## src/rtl/std_cache_axi_mux.sv

```systemverilog
// std_cache_axi_mux
//
// Merges NumPorts cache-side AXI4 masters (I$, D$ refill/writeback, D$
// bypass, ...) onto the single core AXI master port.
//
//   AR/AW : round-robin arbitration, zero-cycle latency. The winner's index
//           is prepended to its ID, so mst id = {port_idx, slv id}. Once a
//           master-side valid is raised the grant is held until the handshake.
//           AW is also held off while the W-order FIFO is full or MaxWTrans
//           bursts are still waiting for their W data.
//   W     : served in AW order from a FIFO of port indices. When the FIFO
//           is empty, the port whose AW is accepted in the same cycle may
//           stream W straight through.
//   R/B   : combinational pass-through, routed on the ID prefix, which is
//           stripped before it reaches the slave port. A prefix >= NumPorts
//           is consumed and flagged on route_err_o.
//
// Handshake rule on every channel: a beat transfers in the cycle where
// valid and ready are both 1; a raised valid and its payload stay stable
// until that cycle; ready may depend combinationally on valid.
//
// Ports:
//   clk_i           clock
//   rst_i           asynchronous, active-high reset
//   slv_req_i[N]    requests from the cache masters
//   slv_rsp_o[N]    responses to the cache masters
//   mst_req_o       merged request to the core AXI port
//   mst_rsp_i       response from the core AXI port
//   route_err_o     1 in a cycle where an R/B beat has an ID prefix >= NumPorts
//   aw_stall_cnt_o  per-port count of cycles with aw_valid and no AW handshake
//
// Optional feature macro: STD_CACHE_AXI_MUX_PERF_EN enables the AW stall
// counters (16 bit, saturating). Without it aw_stall_cnt_o is tied to 0.
//
// The request/response struct types must carry aw/ar (id, addr, len, size,
// burst, cache, prot), w, b (id, resp) and r (id, data, resp, last) fields.

package std_cache_axi_mux_pkg;
  localparam int unsigned AddrWidth  = 32;
  localparam int unsigned DataWidth  = 32;
  localparam int unsigned SlvIdWidth = 4;
  localparam int unsigned MstIdWidth = 6;

  typedef struct packed {
    logic [SlvIdWidth-1:0] id;
    logic [AddrWidth-1:0]  addr;
    logic [7:0]            len;
    logic [2:0]            size;
    logic [1:0]            burst;
    logic [3:0]            cache;
    logic [2:0]            prot;
  } slv_ax_t;

  typedef struct packed {
    logic [MstIdWidth-1:0] id;
    logic [AddrWidth-1:0]  addr;
    logic [7:0]            len;
    logic [2:0]            size;
    logic [1:0]            burst;
    logic [3:0]            cache;
    logic [2:0]            prot;
  } mst_ax_t;

  typedef struct packed {
    logic [DataWidth-1:0]   data;
    logic [DataWidth/8-1:0] strb;
    logic                   last;
  } w_t;

  typedef struct packed {
    logic [SlvIdWidth-1:0] id;
    logic [1:0]            resp;
  } slv_b_t;

  typedef struct packed {
    logic [MstIdWidth-1:0] id;
    logic [1:0]            resp;
  } mst_b_t;

  typedef struct packed {
    logic [SlvIdWidth-1:0] id;
    logic [DataWidth-1:0]  data;
    logic [1:0]            resp;
    logic                  last;
  } slv_r_t;

  typedef struct packed {
    logic [MstIdWidth-1:0] id;
    logic [DataWidth-1:0]  data;
    logic [1:0]            resp;
    logic                  last;
  } mst_r_t;

  typedef struct packed {
    slv_ax_t aw;
    logic    aw_valid;
    w_t      w;
    logic    w_valid;
    logic    b_ready;
    slv_ax_t ar;
    logic    ar_valid;
    logic    r_ready;
  } slv_req_t;

  typedef struct packed {
    logic   aw_ready;
    logic   ar_ready;
    logic   w_ready;
    slv_b_t b;
    logic   b_valid;
    slv_r_t r;
    logic   r_valid;
  } slv_rsp_t;

  typedef struct packed {
    mst_ax_t aw;
    logic    aw_valid;
    w_t      w;
    logic    w_valid;
    logic    b_ready;
    mst_ax_t ar;
    logic    ar_valid;
    logic    r_ready;
  } mst_req_t;

  typedef struct packed {
    logic   aw_ready;
    logic   ar_ready;
    logic   w_ready;
    mst_b_t b;
    logic   b_valid;
    mst_r_t r;
    logic   r_valid;
  } mst_rsp_t;
endpackage

module std_cache_axi_mux #(
  parameter int unsigned NumPorts   = 3,
  parameter int unsigned SlvIdWidth = 4,
  parameter int unsigned MaxWTrans  = 4,
  parameter type slv_req_t = std_cache_axi_mux_pkg::slv_req_t,
  parameter type slv_rsp_t = std_cache_axi_mux_pkg::slv_rsp_t,
  parameter type mst_req_t = std_cache_axi_mux_pkg::mst_req_t,
  parameter type mst_rsp_t = std_cache_axi_mux_pkg::mst_rsp_t
) (
  input  logic                       clk_i,
  input  logic                       rst_i,
  input  slv_req_t [NumPorts-1:0]    slv_req_i,
  output slv_rsp_t [NumPorts-1:0]    slv_rsp_o,
  output mst_req_t                   mst_req_o,
  input  mst_rsp_t                   mst_rsp_i,
  output logic                       route_err_o,
  output logic [NumPorts-1:0][15:0]  aw_stall_cnt_o
);

  localparam int unsigned IdxW       = (NumPorts > 1) ? $clog2(NumPorts) : 1;
  localparam int unsigned MstIdWidth = SlvIdWidth + IdxW;
  localparam int unsigned PtrW       = $clog2(MaxWTrans);
  localparam int unsigned CntW       = PtrW + 1;

  typedef logic [IdxW-1:0] idx_t;

  // First requester at or after ptr; MSB of the result is "any request".
  function automatic logic [IdxW:0] rr_pick(input logic [NumPorts-1:0] req, input idx_t ptr);
    logic [IdxW:0] res;
    idx_t          p;
    res = '0;
    for (int k = int'(NumPorts) - 1; k >= 0; k--) begin
      p = idx_t'((32'(ptr) + 32'(k)) % NumPorts);
      if (req[p]) res = {1'b1, p};
    end
    return res;
  endfunction

  function automatic idx_t rr_next(input idx_t w);
    return (32'(w) + 32'd1 == NumPorts) ? '0 : idx_t'(w + 1'b1);
  endfunction

  // Arbitration / W-order state
  idx_t            ar_ptr_q, aw_ptr_q;
  logic            ar_lock_q, aw_lock_q;
  idx_t            ar_lock_idx_q, aw_lock_idx_q;
  idx_t            fifo_q [MaxWTrans];
  logic [PtrW-1:0] wr_ptr_q, rd_ptr_q;
  logic [CntW-1:0] fifo_cnt_q, out_cnt_q;

  logic [NumPorts-1:0] ar_req, aw_req, w_req;
  logic [IdxW:0]       ar_pick, aw_pick;
  idx_t                ar_sel, aw_sel, w_sel;
  logic                ar_valid, aw_valid, aw_gate, w_active, w_valid, w_last;
  logic                ar_hs, aw_hs, w_last_hs;
  logic                fifo_empty, fifo_full, fifo_push, fifo_pop;
  idx_t                r_pfx, b_pfx;
  logic                r_bad, b_bad;

  always_comb begin
    for (int i = 0; i < int'(NumPorts); i++) begin
      ar_req[i] = slv_req_i[i].ar_valid;
      aw_req[i] = slv_req_i[i].aw_valid;
      w_req[i]  = slv_req_i[i].w_valid;
    end
    ar_pick    = rr_pick(ar_req, ar_ptr_q);
    aw_pick    = rr_pick(aw_req, aw_ptr_q);
    fifo_empty = (fifo_cnt_q == '0);
    fifo_full  = (32'(fifo_cnt_q) == MaxWTrans);
    aw_gate    = !fifo_full && (32'(out_cnt_q) < MaxWTrans);

    // Outputs are forced idle while reset is asserted, even though the
    // slave inputs may still be driving valid.
    ar_sel   = ar_lock_q ? ar_lock_idx_q : ar_pick[IdxW-1:0];
    ar_valid = !rst_i && (ar_lock_q ? ar_req[ar_sel] : ar_pick[IdxW]);
    // The AW gate applies only before the grant locks, so a raised aw_valid
    // is never withdrawn.
    aw_sel   = aw_lock_q ? aw_lock_idx_q : aw_pick[IdxW-1:0];
    aw_valid = !rst_i && (aw_lock_q ? aw_req[aw_sel] : (aw_pick[IdxW] && aw_gate));
    ar_hs    = ar_valid && mst_rsp_i.ar_ready;
    aw_hs    = aw_valid && mst_rsp_i.aw_ready;

    // W follows the FIFO head; with an empty FIFO only the port whose AW is
    // being accepted right now may send W (fall-through).
    if (!fifo_empty) begin
      w_active = !rst_i;
      w_sel    = fifo_q[rd_ptr_q];
    end else begin
      w_active = aw_hs;
      w_sel    = aw_sel;
    end
    w_valid   = w_active && w_req[w_sel];
    w_last    = 1'b0;
    for (int i = 0; i < int'(NumPorts); i++) begin
      if (w_sel == idx_t'(i)) w_last = slv_req_i[i].w.last;
    end
    w_last_hs = w_valid && mst_rsp_i.w_ready && w_last;
    // A single-beat fall-through burst completes in its AW cycle and never
    // occupies the FIFO.
    fifo_push = aw_hs && !(fifo_empty && w_last_hs);
    fifo_pop  = w_last_hs && !fifo_empty;

    r_pfx = mst_rsp_i.r.id[MstIdWidth-1 -: IdxW];
    b_pfx = mst_rsp_i.b.id[MstIdWidth-1 -: IdxW];
    r_bad = (32'(r_pfx) >= NumPorts);
    b_bad = (32'(b_pfx) >= NumPorts);
    route_err_o = (mst_rsp_i.r_valid && r_bad) || (mst_rsp_i.b_valid && b_bad);
  end

  // Master-side request
  always_comb begin
    mst_req_o          = '0;
    mst_req_o.ar_valid = ar_valid;
    mst_req_o.aw_valid = aw_valid;
    mst_req_o.w_valid  = w_valid;
    mst_req_o.r_ready  = r_bad;
    mst_req_o.b_ready  = b_bad;
    for (int i = 0; i < int'(NumPorts); i++) begin
      if (ar_sel == idx_t'(i)) begin
        mst_req_o.ar.id    = {idx_t'(i), slv_req_i[i].ar.id};
        mst_req_o.ar.addr  = slv_req_i[i].ar.addr;
        mst_req_o.ar.len   = slv_req_i[i].ar.len;
        mst_req_o.ar.size  = slv_req_i[i].ar.size;
        mst_req_o.ar.burst = slv_req_i[i].ar.burst;
        mst_req_o.ar.cache = slv_req_i[i].ar.cache;
        mst_req_o.ar.prot  = slv_req_i[i].ar.prot;
      end
      if (aw_sel == idx_t'(i)) begin
        mst_req_o.aw.id    = {idx_t'(i), slv_req_i[i].aw.id};
        mst_req_o.aw.addr  = slv_req_i[i].aw.addr;
        mst_req_o.aw.len   = slv_req_i[i].aw.len;
        mst_req_o.aw.size  = slv_req_i[i].aw.size;
        mst_req_o.aw.burst = slv_req_i[i].aw.burst;
        mst_req_o.aw.cache = slv_req_i[i].aw.cache;
        mst_req_o.aw.prot  = slv_req_i[i].aw.prot;
      end
      if (w_sel == idx_t'(i)) mst_req_o.w = slv_req_i[i].w;
      if (!r_bad && r_pfx == idx_t'(i)) mst_req_o.r_ready = slv_req_i[i].r_ready;
      if (!b_bad && b_pfx == idx_t'(i)) mst_req_o.b_ready = slv_req_i[i].b_ready;
    end
  end

  // Slave-side responses
  always_comb begin
    for (int i = 0; i < int'(NumPorts); i++) begin
      slv_rsp_o[i]          = '0;
      slv_rsp_o[i].ar_ready = ar_hs && (ar_sel == idx_t'(i));
      slv_rsp_o[i].aw_ready = aw_hs && (aw_sel == idx_t'(i));
      slv_rsp_o[i].w_ready  = w_active && mst_rsp_i.w_ready && (w_sel == idx_t'(i));
      slv_rsp_o[i].b.id     = mst_rsp_i.b.id[SlvIdWidth-1:0];
      slv_rsp_o[i].b.resp   = mst_rsp_i.b.resp;
      slv_rsp_o[i].b_valid  = mst_rsp_i.b_valid && !b_bad && (b_pfx == idx_t'(i));
      slv_rsp_o[i].r.id     = mst_rsp_i.r.id[SlvIdWidth-1:0];
      slv_rsp_o[i].r.data   = mst_rsp_i.r.data;
      slv_rsp_o[i].r.resp   = mst_rsp_i.r.resp;
      slv_rsp_o[i].r.last   = mst_rsp_i.r.last;
      slv_rsp_o[i].r_valid  = mst_rsp_i.r_valid && !r_bad && (r_pfx == idx_t'(i));
    end
  end

  always_ff @(posedge clk_i or posedge rst_i) begin
    if (rst_i) begin
      ar_ptr_q      <= '0;
      aw_ptr_q      <= '0;
      ar_lock_q     <= 1'b0;
      aw_lock_q     <= 1'b0;
      ar_lock_idx_q <= '0;
      aw_lock_idx_q <= '0;
      wr_ptr_q      <= '0;
      rd_ptr_q      <= '0;
      fifo_cnt_q    <= '0;
      out_cnt_q     <= '0;
    end else begin
      if (ar_hs) begin
        ar_ptr_q  <= rr_next(ar_sel);
        ar_lock_q <= 1'b0;
      end else if (ar_valid) begin
        ar_lock_q     <= 1'b1;
        ar_lock_idx_q <= ar_sel;
      end
      if (aw_hs) begin
        aw_ptr_q  <= rr_next(aw_sel);
        aw_lock_q <= 1'b0;
      end else if (aw_valid) begin
        aw_lock_q     <= 1'b1;
        aw_lock_idx_q <= aw_sel;
      end
      if (fifo_push) wr_ptr_q <= wr_ptr_q + 1'b1;
      if (fifo_pop)  rd_ptr_q <= rd_ptr_q + 1'b1;
      case ({fifo_push, fifo_pop})
        2'b10:   fifo_cnt_q <= fifo_cnt_q + 1'b1;
        2'b01:   fifo_cnt_q <= fifo_cnt_q - 1'b1;
        default: fifo_cnt_q <= fifo_cnt_q;
      endcase
      case ({aw_hs, w_last_hs})
        2'b10:   out_cnt_q <= out_cnt_q + 1'b1;
        2'b01:   out_cnt_q <= out_cnt_q - 1'b1;
        default: out_cnt_q <= out_cnt_q;
      endcase
    end
  end

  // FIFO storage needs no reset: occupancy is tracked by the counters.
  always_ff @(posedge clk_i) begin
    if (fifo_push) fifo_q[wr_ptr_q] <= aw_sel;
  end

`ifdef STD_CACHE_AXI_MUX_PERF_EN
  for (genvar i = 0; i < int'(NumPorts); i++) begin : g_perf
    logic [15:0] stall_q;
    always_ff @(posedge clk_i or posedge rst_i) begin
      if (rst_i) begin
        stall_q <= '0;
      end else if (aw_req[i] && !(aw_hs && aw_sel == idx_t'(i)) && stall_q != 16'hFFFF) begin
        stall_q <= stall_q + 16'd1;
      end
    end
    assign aw_stall_cnt_o[i] = stall_q;
  end
`else
  assign aw_stall_cnt_o = '0;
`endif

endmodule

```

## config.mk

```make
export PLATFORM = sky130hd
export DESIGN_NAME = std_cache_axi_mux
export DESIGN_NICKNAME = d
export VERILOG_FILES = /design/src/rtl/std_cache_axi_mux.sv
export SDC_FILE = /design/constraint.sdc
export NUM_CORES = 1
export LEC_CHECK = 0
export CORE_AREA = 3 3 336 338
export DETAILED_ROUTE_END_ITERATION = 16
export DIE_AREA = 0 0 339 341
export GPL_TIMING_DRIVEN = 0
export PLACE_DENSITY_LB_ADDON = 0.25
export SETUP_SLACK_MARGIN = 0.05
export SLEW_MARGIN = 20
export SYNTH_ARGS = -nofsm -noshare
export SYNTH_HDL_FRONTEND = slang
export SYNTH_SLANG_ARGS = --single-unit
```

## constraint.sdc

```tcl
create_clock -name clk_i -period 9.4 [get_ports clk_i]
set_clock_uncertainty 0.2 [all_clocks]
set_input_delay 1.88 -clock clk_i [delete_from_list [all_inputs] [get_ports clk_i]]
set_output_delay 1.88 -clock clk_i [all_outputs]
set_load 0.05 [all_outputs]
```

==> impl_metrics.json, run 1 <==
{
  "regToRegEndpoint": "fifo_cnt_q[2]",
  "drtIter0Drc": 339,
  "power_leakage_uw": 0.00663,
  "yosysWarnings": 0,
  "min_period_ns": 8.63,
  "postCtsHoldBufs": 0,
  "path_delay_family": "buffers and inverters",
  "dieArea_mm2": 0.116,
  "drive_gt1_share_pct": 13.3,
  "async_reset_ff_share_pct": 71.4,
  "netlist_area_mm2": 0.00661,
  "startpoint_type": "input port",
  "hold_viol_final": 0,
  "root_buffer": "clkbuf_16",
  "nets": 2238,
  "fmax_ghz": 0.116,
  "critical-path-slowest-cell": "clkdlybuf4s50_1",
  "cts_tree": "built",
  "ant_nets": 0,
  "r2r_cells": 15,
  "cp_num_buf_inv": 6,
  "first_pass_iters": 6,
  "cap_violations": 0,
  "critical_path_depth": 11,
  "top_register": "fifo_q",
  "grt_overflow": 0,
  "seq_area_frac_synth_pct": 11.2,
  "utilization_pct": 15.0,
  "ys.flop_type": "dfrtp_1",
  "largest_register_ffs": 8,
  "gp_congestion": 0.798,
  "slowest_delay_ns": 0.94,
  "hpwl_um": 49700,
  "seqCellArea_um2": 741,
  "final_cells": 3199,
  "path_max_fanout": 11,
  "ctsResizeCount": 0,
  "routed_wl_um": 55200,
  "r2r_slack_ns": 5.28,
  "place_inst": 3190,
  "setup_violations": 0,
  "grt_max_degree": 24,
  "fillers": 12600,
  "remaining_drc_errors": 0,
  "die_w_um": 339,
  "track_usage_pct": 8.91,
  "post_cts_buffers": 0,
  "cts-htree-levels": 1,
  "critPathRequiredTime_ns": 7.32,
  "top_regs": "fifo_q: 8 flops, fifo_cnt_q: 3 flops, out_cnt_q: 3 flops",
  "synth-seq-cells": 28,
  "setup.worst_path.start": "slv_req_i[405]",
  "synth-edff-count": 8,
  "clk_pin_slew_ns": 0.08,
  "ys_types": 55,
  "core_mm2": 0.110,
  "clk_latency_ns": 0.27,
  "cp-end-kind": "primary output",
  "numCtsBuffers": 3,
  "worstPathArrival_ns": 6.55,
  "power.total_uw": 5810,
  "fin_setup_tns_ns": 0,
  "cts.path.max_buffers": 2,
  "worst_slack_ns": 0.770,
  "viasPerCell": 2.89,
  "worst_pin_slew_ns": 1.06,
  "holdCritPathClass": "flip-flop to flip-flop",
  "grt_antenna_before_repair": 12,
  "start_util_pct": 5.98,
  "core.rowCount": 122,
  "syn-instance-count": 874,
  "syn_avg_cell_area_um2": 7.56,
  "max-slew-margin-rel_pct": 29.1,
  "multi_input_area_mm2": 0.00429,
  "cts_sinks": 28,
  "ioPinCount": 875,
  "r2r_start": "aw_ptr_q[1]",
  "drv_slew": 0,
  "powerDensity_mw_per_mm2": 350,
  "die_y_um": 341,
  "grt_pass1_vias": 9776,
  "peakVddDrop_v": 0.000203,
  "post-route-period-util_pct": 91.8,
  "wl_per_cell_um": 17.3,
  "rsz0062_at_grt": "no",
  "place_ws_ns": 0.653,
  "grt_pass1_wl_um": 74400,
  "area_growth_pct": 151,
  "vias": 9253,
  "critPathKind": "input port to primary output",
  "worstPathCellList": "clkdlybuf4s50_1 -> o211ai_1 -> a221oi_1 -> clkbuf_1 -> and2_1 -> clkbuf_1 -> buf_2 -> buf_2 -> nand2_1 -> o21ai_0 -> clkdlybuf4s50_1",
  "port_buffers": 781,
  "crit_end": "mst_req_o[128]",
  "outcome": "completed"
}
-- cell usage in the layout (no fill, tap or decap), types with 11 or more instances in the layout --
cell type	Yosys	final
o21ai_0	96	96
mux2i_1	157	157
ha_1	11	11
conb_1	1	48
nand2_1	119	119
dfrtp_1	20	20
a21oi_1	17	17
buf_2	14	14
clkdlybuf4s50_1	0	781
buf_4	190	190
o2bb2ai_1	56	56
nor2_1	17	17
clkbuf_1	40	37
inv_1	23	22
-- synthesized netlist by cell type, types with 2 or more instances --
library cell / instances / share of area [%]
buf_1: 4 / 0.23
a2111o_1: 2 / 0.34
and3_1: 3 / 0.28
a21oi_1: 17 / 1.3
nor3b_1: 3 / 0.34
nand2b_1: 2 / 0.19
dfrtp_1: 20 / 7.6
nor3_1: 7 / 0.53
xnor2_1: 4 / 0.53
a211oi_1: 7 / 0.80
buf_2: 14 / 1.1
nand2_1: 119 / 6.8
o221ai_1: 2 / 0.27
ha_1: 11 / 2.1
nand3_1: 8 / 0.61
o21ai_0: 96 / 7.3
fa_1: 2 / 0.61
mux2i_1: 157 / 24
edfxtp_1: 8 / 3.6
clkbuf_1: 40 / 2.3
mux2_2: 5 / 0.85
a31oi_1: 4 / 0.38
o211ai_1: 2 / 0.23
a21o_1: 2 / 0.23
buf_4: 190 / 22
inv_1: 23 / 1.3
o21ai_1: 3 / 0.23
or3_1: 2 / 0.19
o21a_1: 2 / 0.23
nor2b_1: 8 / 0.76
o2bb2ai_1: 56 / 7.4
mux4_2: 2 / 0.68
xor2_1: 5 / 0.66
nor2_1: 17 / 0.97
and2_1: 7 / 0.66
-- cells by family after synthesis --
family | count (synthesis) | synth area share (%)
buffers and inverters | 271 | 26.5
adders and majority gates | 13 | 2.69
AOI/OAI and AO/OA | 206 | 20.8
DFF | 28 | 11.2
other | 1 | 0.0568
xor gates and xnor gates | 9 | 1.19
and+or+nand+nor | 181 | 12.0
muxes | 165 | 25.6
-- stage by stage --
stage	hold WS [ns]	cell area (µm²)
2_1_floorplan	0.237	6780
3_3_place_gp	0.258	16500
3_5_place_dp	0.256	16500
4_1_cts	0.271	16600
5_1_grt	0.302	16600
6_report	0.262	16600
-- worst min-delay path by stage --
stage / startpoint / end / slack (ns) / depth (start not counted)
floorplan: out_cnt_q[0] / out_cnt_q[0] / 0.24 / 1
global placement: out_cnt_q[0] / out_cnt_q[0] / 0.26 / 1
detailed placement: out_cnt_q[0] / out_cnt_q[0] / 0.26 / 1
CTS: out_cnt_q[0] / out_cnt_q[0] / 0.27 / 1
global route: out_cnt_q[0] / out_cnt_q[0] / 0.30 / 1
finish: out_cnt_q[0] / out_cnt_q[0] / 0.26 / 1
-- layer usage --
layer  global-route usage, %  part of all wire (%)
met5                       0                  0.13
met4                    1.06                  0.99
met3                    3.02                   8.0
met2                    15.9                    50
met1                    10.6                    40
-- power breakdown --
| part | total, µW | switching, µW | internal (µW) |
|---|---|---|---|
| registers | 219 | 42.0 | 177 |
| logic | 5470 | 3700 | 1770 |
| clock network | 122 | 47.7 | 74.4 |
| total | 5810 | 3790 | 2020 |
-- area by class of cell --
type	instances	area share (%)
Timing Repair Buffer	781	47.2
Multi-Input combinational cell	622	25.9
Tap cell	1488	11.2
Buffer	248	10.0
Sequential cell	28	4.47
Clock buffer	4	0.604
Inverter	23	0.521
Antenna cell	5	0.0755
Note: power is estimated with default switching activity, not from simulation.
==> run 2, diff against run 1 <==
SLEW_MARGIN = default   (was 20)
==> impl_metrics.json, run 2 (same netlist as run 1, synthesis figures left out) <==
{
  "outcome": "completed",
  "grt_antenna_before_repair": 12,
  "fillers": 12600,
  "worstHoldStart": "out_cnt_q[0]",
  "fin_setup_tns_ns": 0,
  "final_cell_mix": "clkdlybuf4s50_1 (781), buf_4 (190), mux2i_1 (157)",
  "cp_num_buf_inv": 6,
  "place_inst": 3190,
  "cap_violations": 0,
  "min_period_ns": 8.58,
  "clk_latency_ns": 0.27,
  "cts_tree": "built",
  "setup_violations": 0,
  "cts_sinks": 28,
  "post-route-period-util_pct": 91.3,
  "die_w_um": 339,
  "startpoint_type": "input port",
  "area_growth_pct": 151,
  "max-slew-margin-rel_pct": 15.4,
  "top_regs": "fifo_q: 8 flops, fifo_cnt_q: 3 flops, out_cnt_q: 3 flops",
  "ioPinCount": 875,
  "numCtsBuffers": 3,
  "path_delay_family": "buffers and inverters",
  "cts-htree-levels": 1,
  "r2r_start": "aw_ptr_q[1]",
  "critPathRequiredTime_ns": 7.32,
  "viasPerCell": 2.90,
  "final_cells": 3198,
  "seqPwrFrac_pct": 3.8,
  "drtIter0Drc": 366,
  "cts.path.max_buffers": 2,
  "clk_pin_slew_ns": 0.08,
  "worstPathCellList": "clkdlybuf4s50_1 -> o211ai_1 -> a221oi_1 -> clkbuf_1 -> and2_1 -> clkbuf_1 -> buf_2 -> buf_2 -> nand2_1 -> o21ai_0 -> clkdlybuf4s50_1",
  "r2r_cells": 15,
  "mostFrequentLayoutCell": "clkdlybuf4s50_1",
  "top_register": "fifo_q",
  "switching_share_pct": 65.2,
  "routed_wl_um": 55300,
  "vias": 9282,
  "postCtsHoldBufs": 0,
  "seqCellArea_um2": 741,
  "holdCritPathClass": "flip-flop to flip-flop",
  "hpwl_um": 49700,
  "grt_pass1_vias": 9766,
  "drive_gt1_share_pct": 13.1,
  "grt_overflow": 0,
  "cp-end-kind": "primary output",
  "min_to": "out_cnt_q[0]",
  "switchingPower_uw": 3790,
  "ctsResizeCount": 0,
  "post_cts_buffers": 0,
  "drv_slew": 0,
  "dieArea_mm2": 0.116,
  "hold_viol_final": 0,
  "gp_congestion": 0.798,
  "start_util_pct": 5.98,
  "remaining_drc_errors": 0,
  "power_leakage_uw": 0.00662,
  "multi_input_area_mm2": 0.00429,
  "critical-path-slowest-cell": "clkdlybuf4s50_1",
  "path_max_fanout": 11,
  "grt_max_degree": 24,
  "grt_pass1_wl_um": 74500,
  "first_pass_iters": 4,
  "largest_register_ffs": 8,
  "ant_nets": 0,
  "wl_per_cell_um": 17.3,
  "track_usage_pct": 8.92,
  "root_buffer": "clkbuf_16",
  "fmax_ghz": 0.117,
  "regToRegEndpoint": "fifo_cnt_q[2]",
  "worst_pin_slew_ns": 1.27,
  "pwr-share-comb_pct": 94.2,
  "port_buffers": 781,
  "worstPathArrival_ns": 6.50,
  "peakVddDrop_v": 0.000162,
  "powerDensity_mw_per_mm2": 351,
  "clock_power_share_pct": 2.1,
  "die_y_um": 341,
  "intPower_uw": 2020,
  "critPathKind": "input port to primary output",
  "core_mm2": 0.110,
  "r2r_slack_ns": 5.28,
  "power.total_uw": 5810,
  "holdPathStages": 1,
  "slowest_delay_ns": 0.93,
  "nets": 2238,
  "rsz0062_at_grt": "no",
  "core.rowCount": 122
}
run 2: changes by cell type in the layout (fill, tap and decap cells not counted), sizes merged:
cell,delta
diode,-1
run 2: power groups by stage:
| stage | registers, µW | clock network (µW) | logic, µW |
|---|---|---|---|
| final | 220 | 120 | 5470 |
| after global routing | 227 | 134 | 5760 |
| after CTS | 220 | 130 | 5570 |
| after detailed placement | 223 | 0 | 5560 |
| after global placement | 223 | 0 | 5590 |
| after floorplan | 209 | 0 | 3460 |
run 2: worst max-delay path by stage:
stage	startpoint	endpoint	slack (ns)	cells past startpoint
5_1_grt	slv_req_i[251]	mst_req_o[128]	0.38	12
3_3_place_gp	slv_req_i[405]	mst_req_o[128]	0.56	11
3_5_place_dp	slv_req_i[405]	slv_rsp_o[49]	0.57	10
2_1_floorplan	slv_req_i[405]	mst_req_o[129]	2.90	8
4_1_cts	slv_req_i[405]	slv_rsp_o[49]	0.57	10
6_report	slv_req_i[405]	mst_req_o[128]	0.82	11
run 2: per-layer routing:
metal | vias to the layer above | GRT usage [%] | share of wire [%]
met5 | - | 0 | 0.13
met4 | 12 | 1.54 | 1.4
met3 | 40 | 3.08 | 9.3
met2 | 473 | 15.8 | 50
met1 | 4252 | 10.5 | 39
li1 | 4505 | - | -
run 2: layout make-up:
cell class | instances | share of cell area (%)
clock buffer | 4 | 0.604
timing repair buffer | 781 | 47.2
multi-input combinational | 622 | 25.9
tap | 1488 | 11.2
inverter | 23 | 0.521
antenna | 4 | 0.0604
sequential | 28 | 4.47
buffer | 248 | 10.0
run 2: per-stage QoR:
step / hold WS [ns] / utilization, % / setup WS, ns / cell area, µm²
global route: 0.302 / 15.0 / 0.381 / 16600
finish: 0.262 / 15.0 / 0.818 / 16600
detailed placement: 0.256 / 14.9 / 0.574 / 16500
floorplan: 0.237 / - / 2.90 / 6780
global placement: 0.258 / 14.9 / 0.556 / 16500
CTS: 0.271 / 15.0 / 0.571 / 16600
==> run 3, diff against run 2 <==
CORE_AREA = 3 3 339 341   (was 3 3 336 338)
DIE_AREA = 0 0 342 344   (was 0 0 339 341)
clock period = 7.6 ns   (was 9.4 ns; I/O delays follow)
==> impl_metrics.json, run 3 (same netlist as run 1, synthesis figures left out) <==
{
  "holdCritPathClass": "flip-flop to flip-flop",
  "cp-end-kind": "primary output",
  "area_growth_pct": 152,
  "worstHoldStart": "out_cnt_q[0]",
  "start_util_pct": 5.89,
  "r2r_start": "aw_ptr_q[0]",
  "port_buffers": 781,
  "die_y_um": 344,
  "cts_tree": "built",
  "clk_pin_slew_ns": 0.08,
  "nets": 2238,
  "post_cts_buffers": 0,
  "startpoint_type": "input port",
  "track_usage_pct": 8.47,
  "fmax_ghz": 0.139,
  "max-slew-margin-rel_pct": 20.4,
  "place_inst": 3202,
  "first_pass_iters": 4,
  "min_to": "out_cnt_q[0]",
  "largest_register_ffs": 8,
  "top_usage_layer": "met2",
  "gp_congestion": 0.771,
  "grt_util_met3_pct": 2.74,
  "grtUsageMet2_pct": 14.7,
  "worst_pin_slew_ns": 1.19,
  "rsz0062_at_grt": "no",
  "grt_max_degree": 24,
  "r2r_cells": 15,
  "critPathKind": "input port to primary output",
  "top_register": "fifo_q",
  "ioPinCount": 875,
  "power.total_uw": 7150,
  "drive_gt1_share_pct": 13.4,
  "critical-path-slowest-cell": "clkdlybuf4s50_1",
  "worstPathArrival_ns": 5.48,
  "path_delay_family": "buffers and inverters",
  "drv_slew": 0,
  "power_leakage_uw": 0.00682,
  "routed_wl_um": 54400,
  "holdPathStages": 1,
  "cts-htree-levels": 1,
  "core.rowCount": 123,
  "final_cells": 3215,
  "powerDensity_mw_per_mm2": 430,
  "worstPathCellList": "clkdlybuf4s50_1 -> inv_1 -> a21oi_1 -> nor2_1 -> nor2_1 -> o31a_1 -> clkbuf_1 -> and2_1 -> clkbuf_1 -> buf_2 -> buf_1 -> o2bb2ai_1 -> clkdlybuf4s50_1",
  "root_buffer": "clkbuf_16",
  "outcome": "completed",
  "fillers": 12800,
  "slowest_delay_ns": 0.85,
  "path_max_fanout": 11,
  "hpwl_um": 48700,
  "ant_nets": 0,
  "cp_num_buf_inv": 7,
  "post-route-period-util_pct": 94.7,
  "grt_pass1_vias": 9255,
  "vias": 9111,
  "viasPerCell": 2.83,
  "cts.path.max_buffers": 2,
  "regToRegEndpoint": "fifo_cnt_q[2]",
  "top_regs": "fifo_q: 8 flops, fifo_cnt_q: 3 flops, out_cnt_q: 3 flops",
  "mostFrequentLayoutCell": "clkdlybuf4s50_1",
  "final_cell_mix": "clkdlybuf4s50_1 (761), buf_4 (190), mux2i_1 (157)",
  "clk_latency_ns": 0.27,
  "postCtsHoldBufs": 0,
  "peakVddDrop_v": 0.000185,
  "remaining_drc_errors": 0,
  "grtUsageMet1_pct": 10.6,
  "dieArea_mm2": 0.118,
  "die_w_um": 342,
  "grt_pass1_wl_um": 71300,
  "numCtsBuffers": 3,
  "hold_viol_final": 0,
  "critPathRequiredTime_ns": 5.88,
  "setup_violations": 0,
  "grt_overflow": 0,
  "r2r_slack_ns": 3.58,
  "grt_antenna_before_repair": 16,
  "wl_per_cell_um": 16.9,
  "cts_sinks": 28,
  "cap_violations": 0,
  "drtIter0Drc": 286,
  "min_period_ns": 7.20,
  "core_mm2": 0.112
}
## run 3: cell types whose count changed in the layout (fill, tap and decap cells not counted), sizes merged
cell           before  now
clkbuf             44   45
dlygate4sd2         0    1
diode               4    9
buf               208  207
clkdlybuf4s50     781  761
dlymetal6s2s        0   18
clkinv              0    1
## run 3: repair_timing
action                                  in CTS  in global routing
pin swaps                                    0                  0
endpoints found under the setup margin      58                 31
gates resized for setup                      6                 28
## run 3: worst max path at each step
stage                     slack [ns]             end  cells after the start      startpoint
after detailed placement       -0.69  mst_req_o[137]                     12  slv_req_i[251]
after floorplan                 1.82  mst_req_o[129]                      8  slv_req_i[405]
after global placement         -0.64  mst_req_o[137]                     12  slv_req_i[251]
after CTS                       0.05  mst_req_o[145]                     12  slv_req_i[251]
after global routing            0.08  mst_req_o[122]                     11  slv_req_i[251]
final                           0.40   mst_req_o[48]                     13    slv_req_i[1]
## run 3: report_power, final
group	switching, µW	internal [µW]	leakage, µW
logic	4570	2180	0.00646
registers	51.1	219	0.000315
clock network	54.3	70.7	0.0000386
total	4680	2470	0.00682
## run 3: layer usage
metal	vias to the layer above	routed length (µm)
li1	4516	-
met1	4090	22500
met2	463	26400
met3	30	4980
met4	12	479
met5	-	77
## run 3: final cells by class
class,count,area (µm²),area share [%]
diodes,9,22.5,0.135
multi-input cells,622,4300,25.8
repair buffers,781,7860,47.2
clock buffers,3,75.1,0.451
flip-flops and latches,28,741,4.45
inverters,23,86.3,0.519
well taps,1500,1880,11.3
plain buffers,248,1670,10.1
clock inverters,1,3.75,0.0226
## run 3: through the flow
stage	setup slack, ns	util [%]	setup TNS [ns]	cell area (µm²)	hold WS (ns)
after global routing	0.0760	14.8	0	16600	0.293
after floorplan	1.82	-	0	6780	0.237
final	0.400	14.8	0	16600	0.266
after detailed placement	-0.689	14.7	-9.39	16500	0.260
after CTS	0.0512	14.8	0	16600	0.275
after global placement	-0.637	14.7	-7.92	16500	0.258
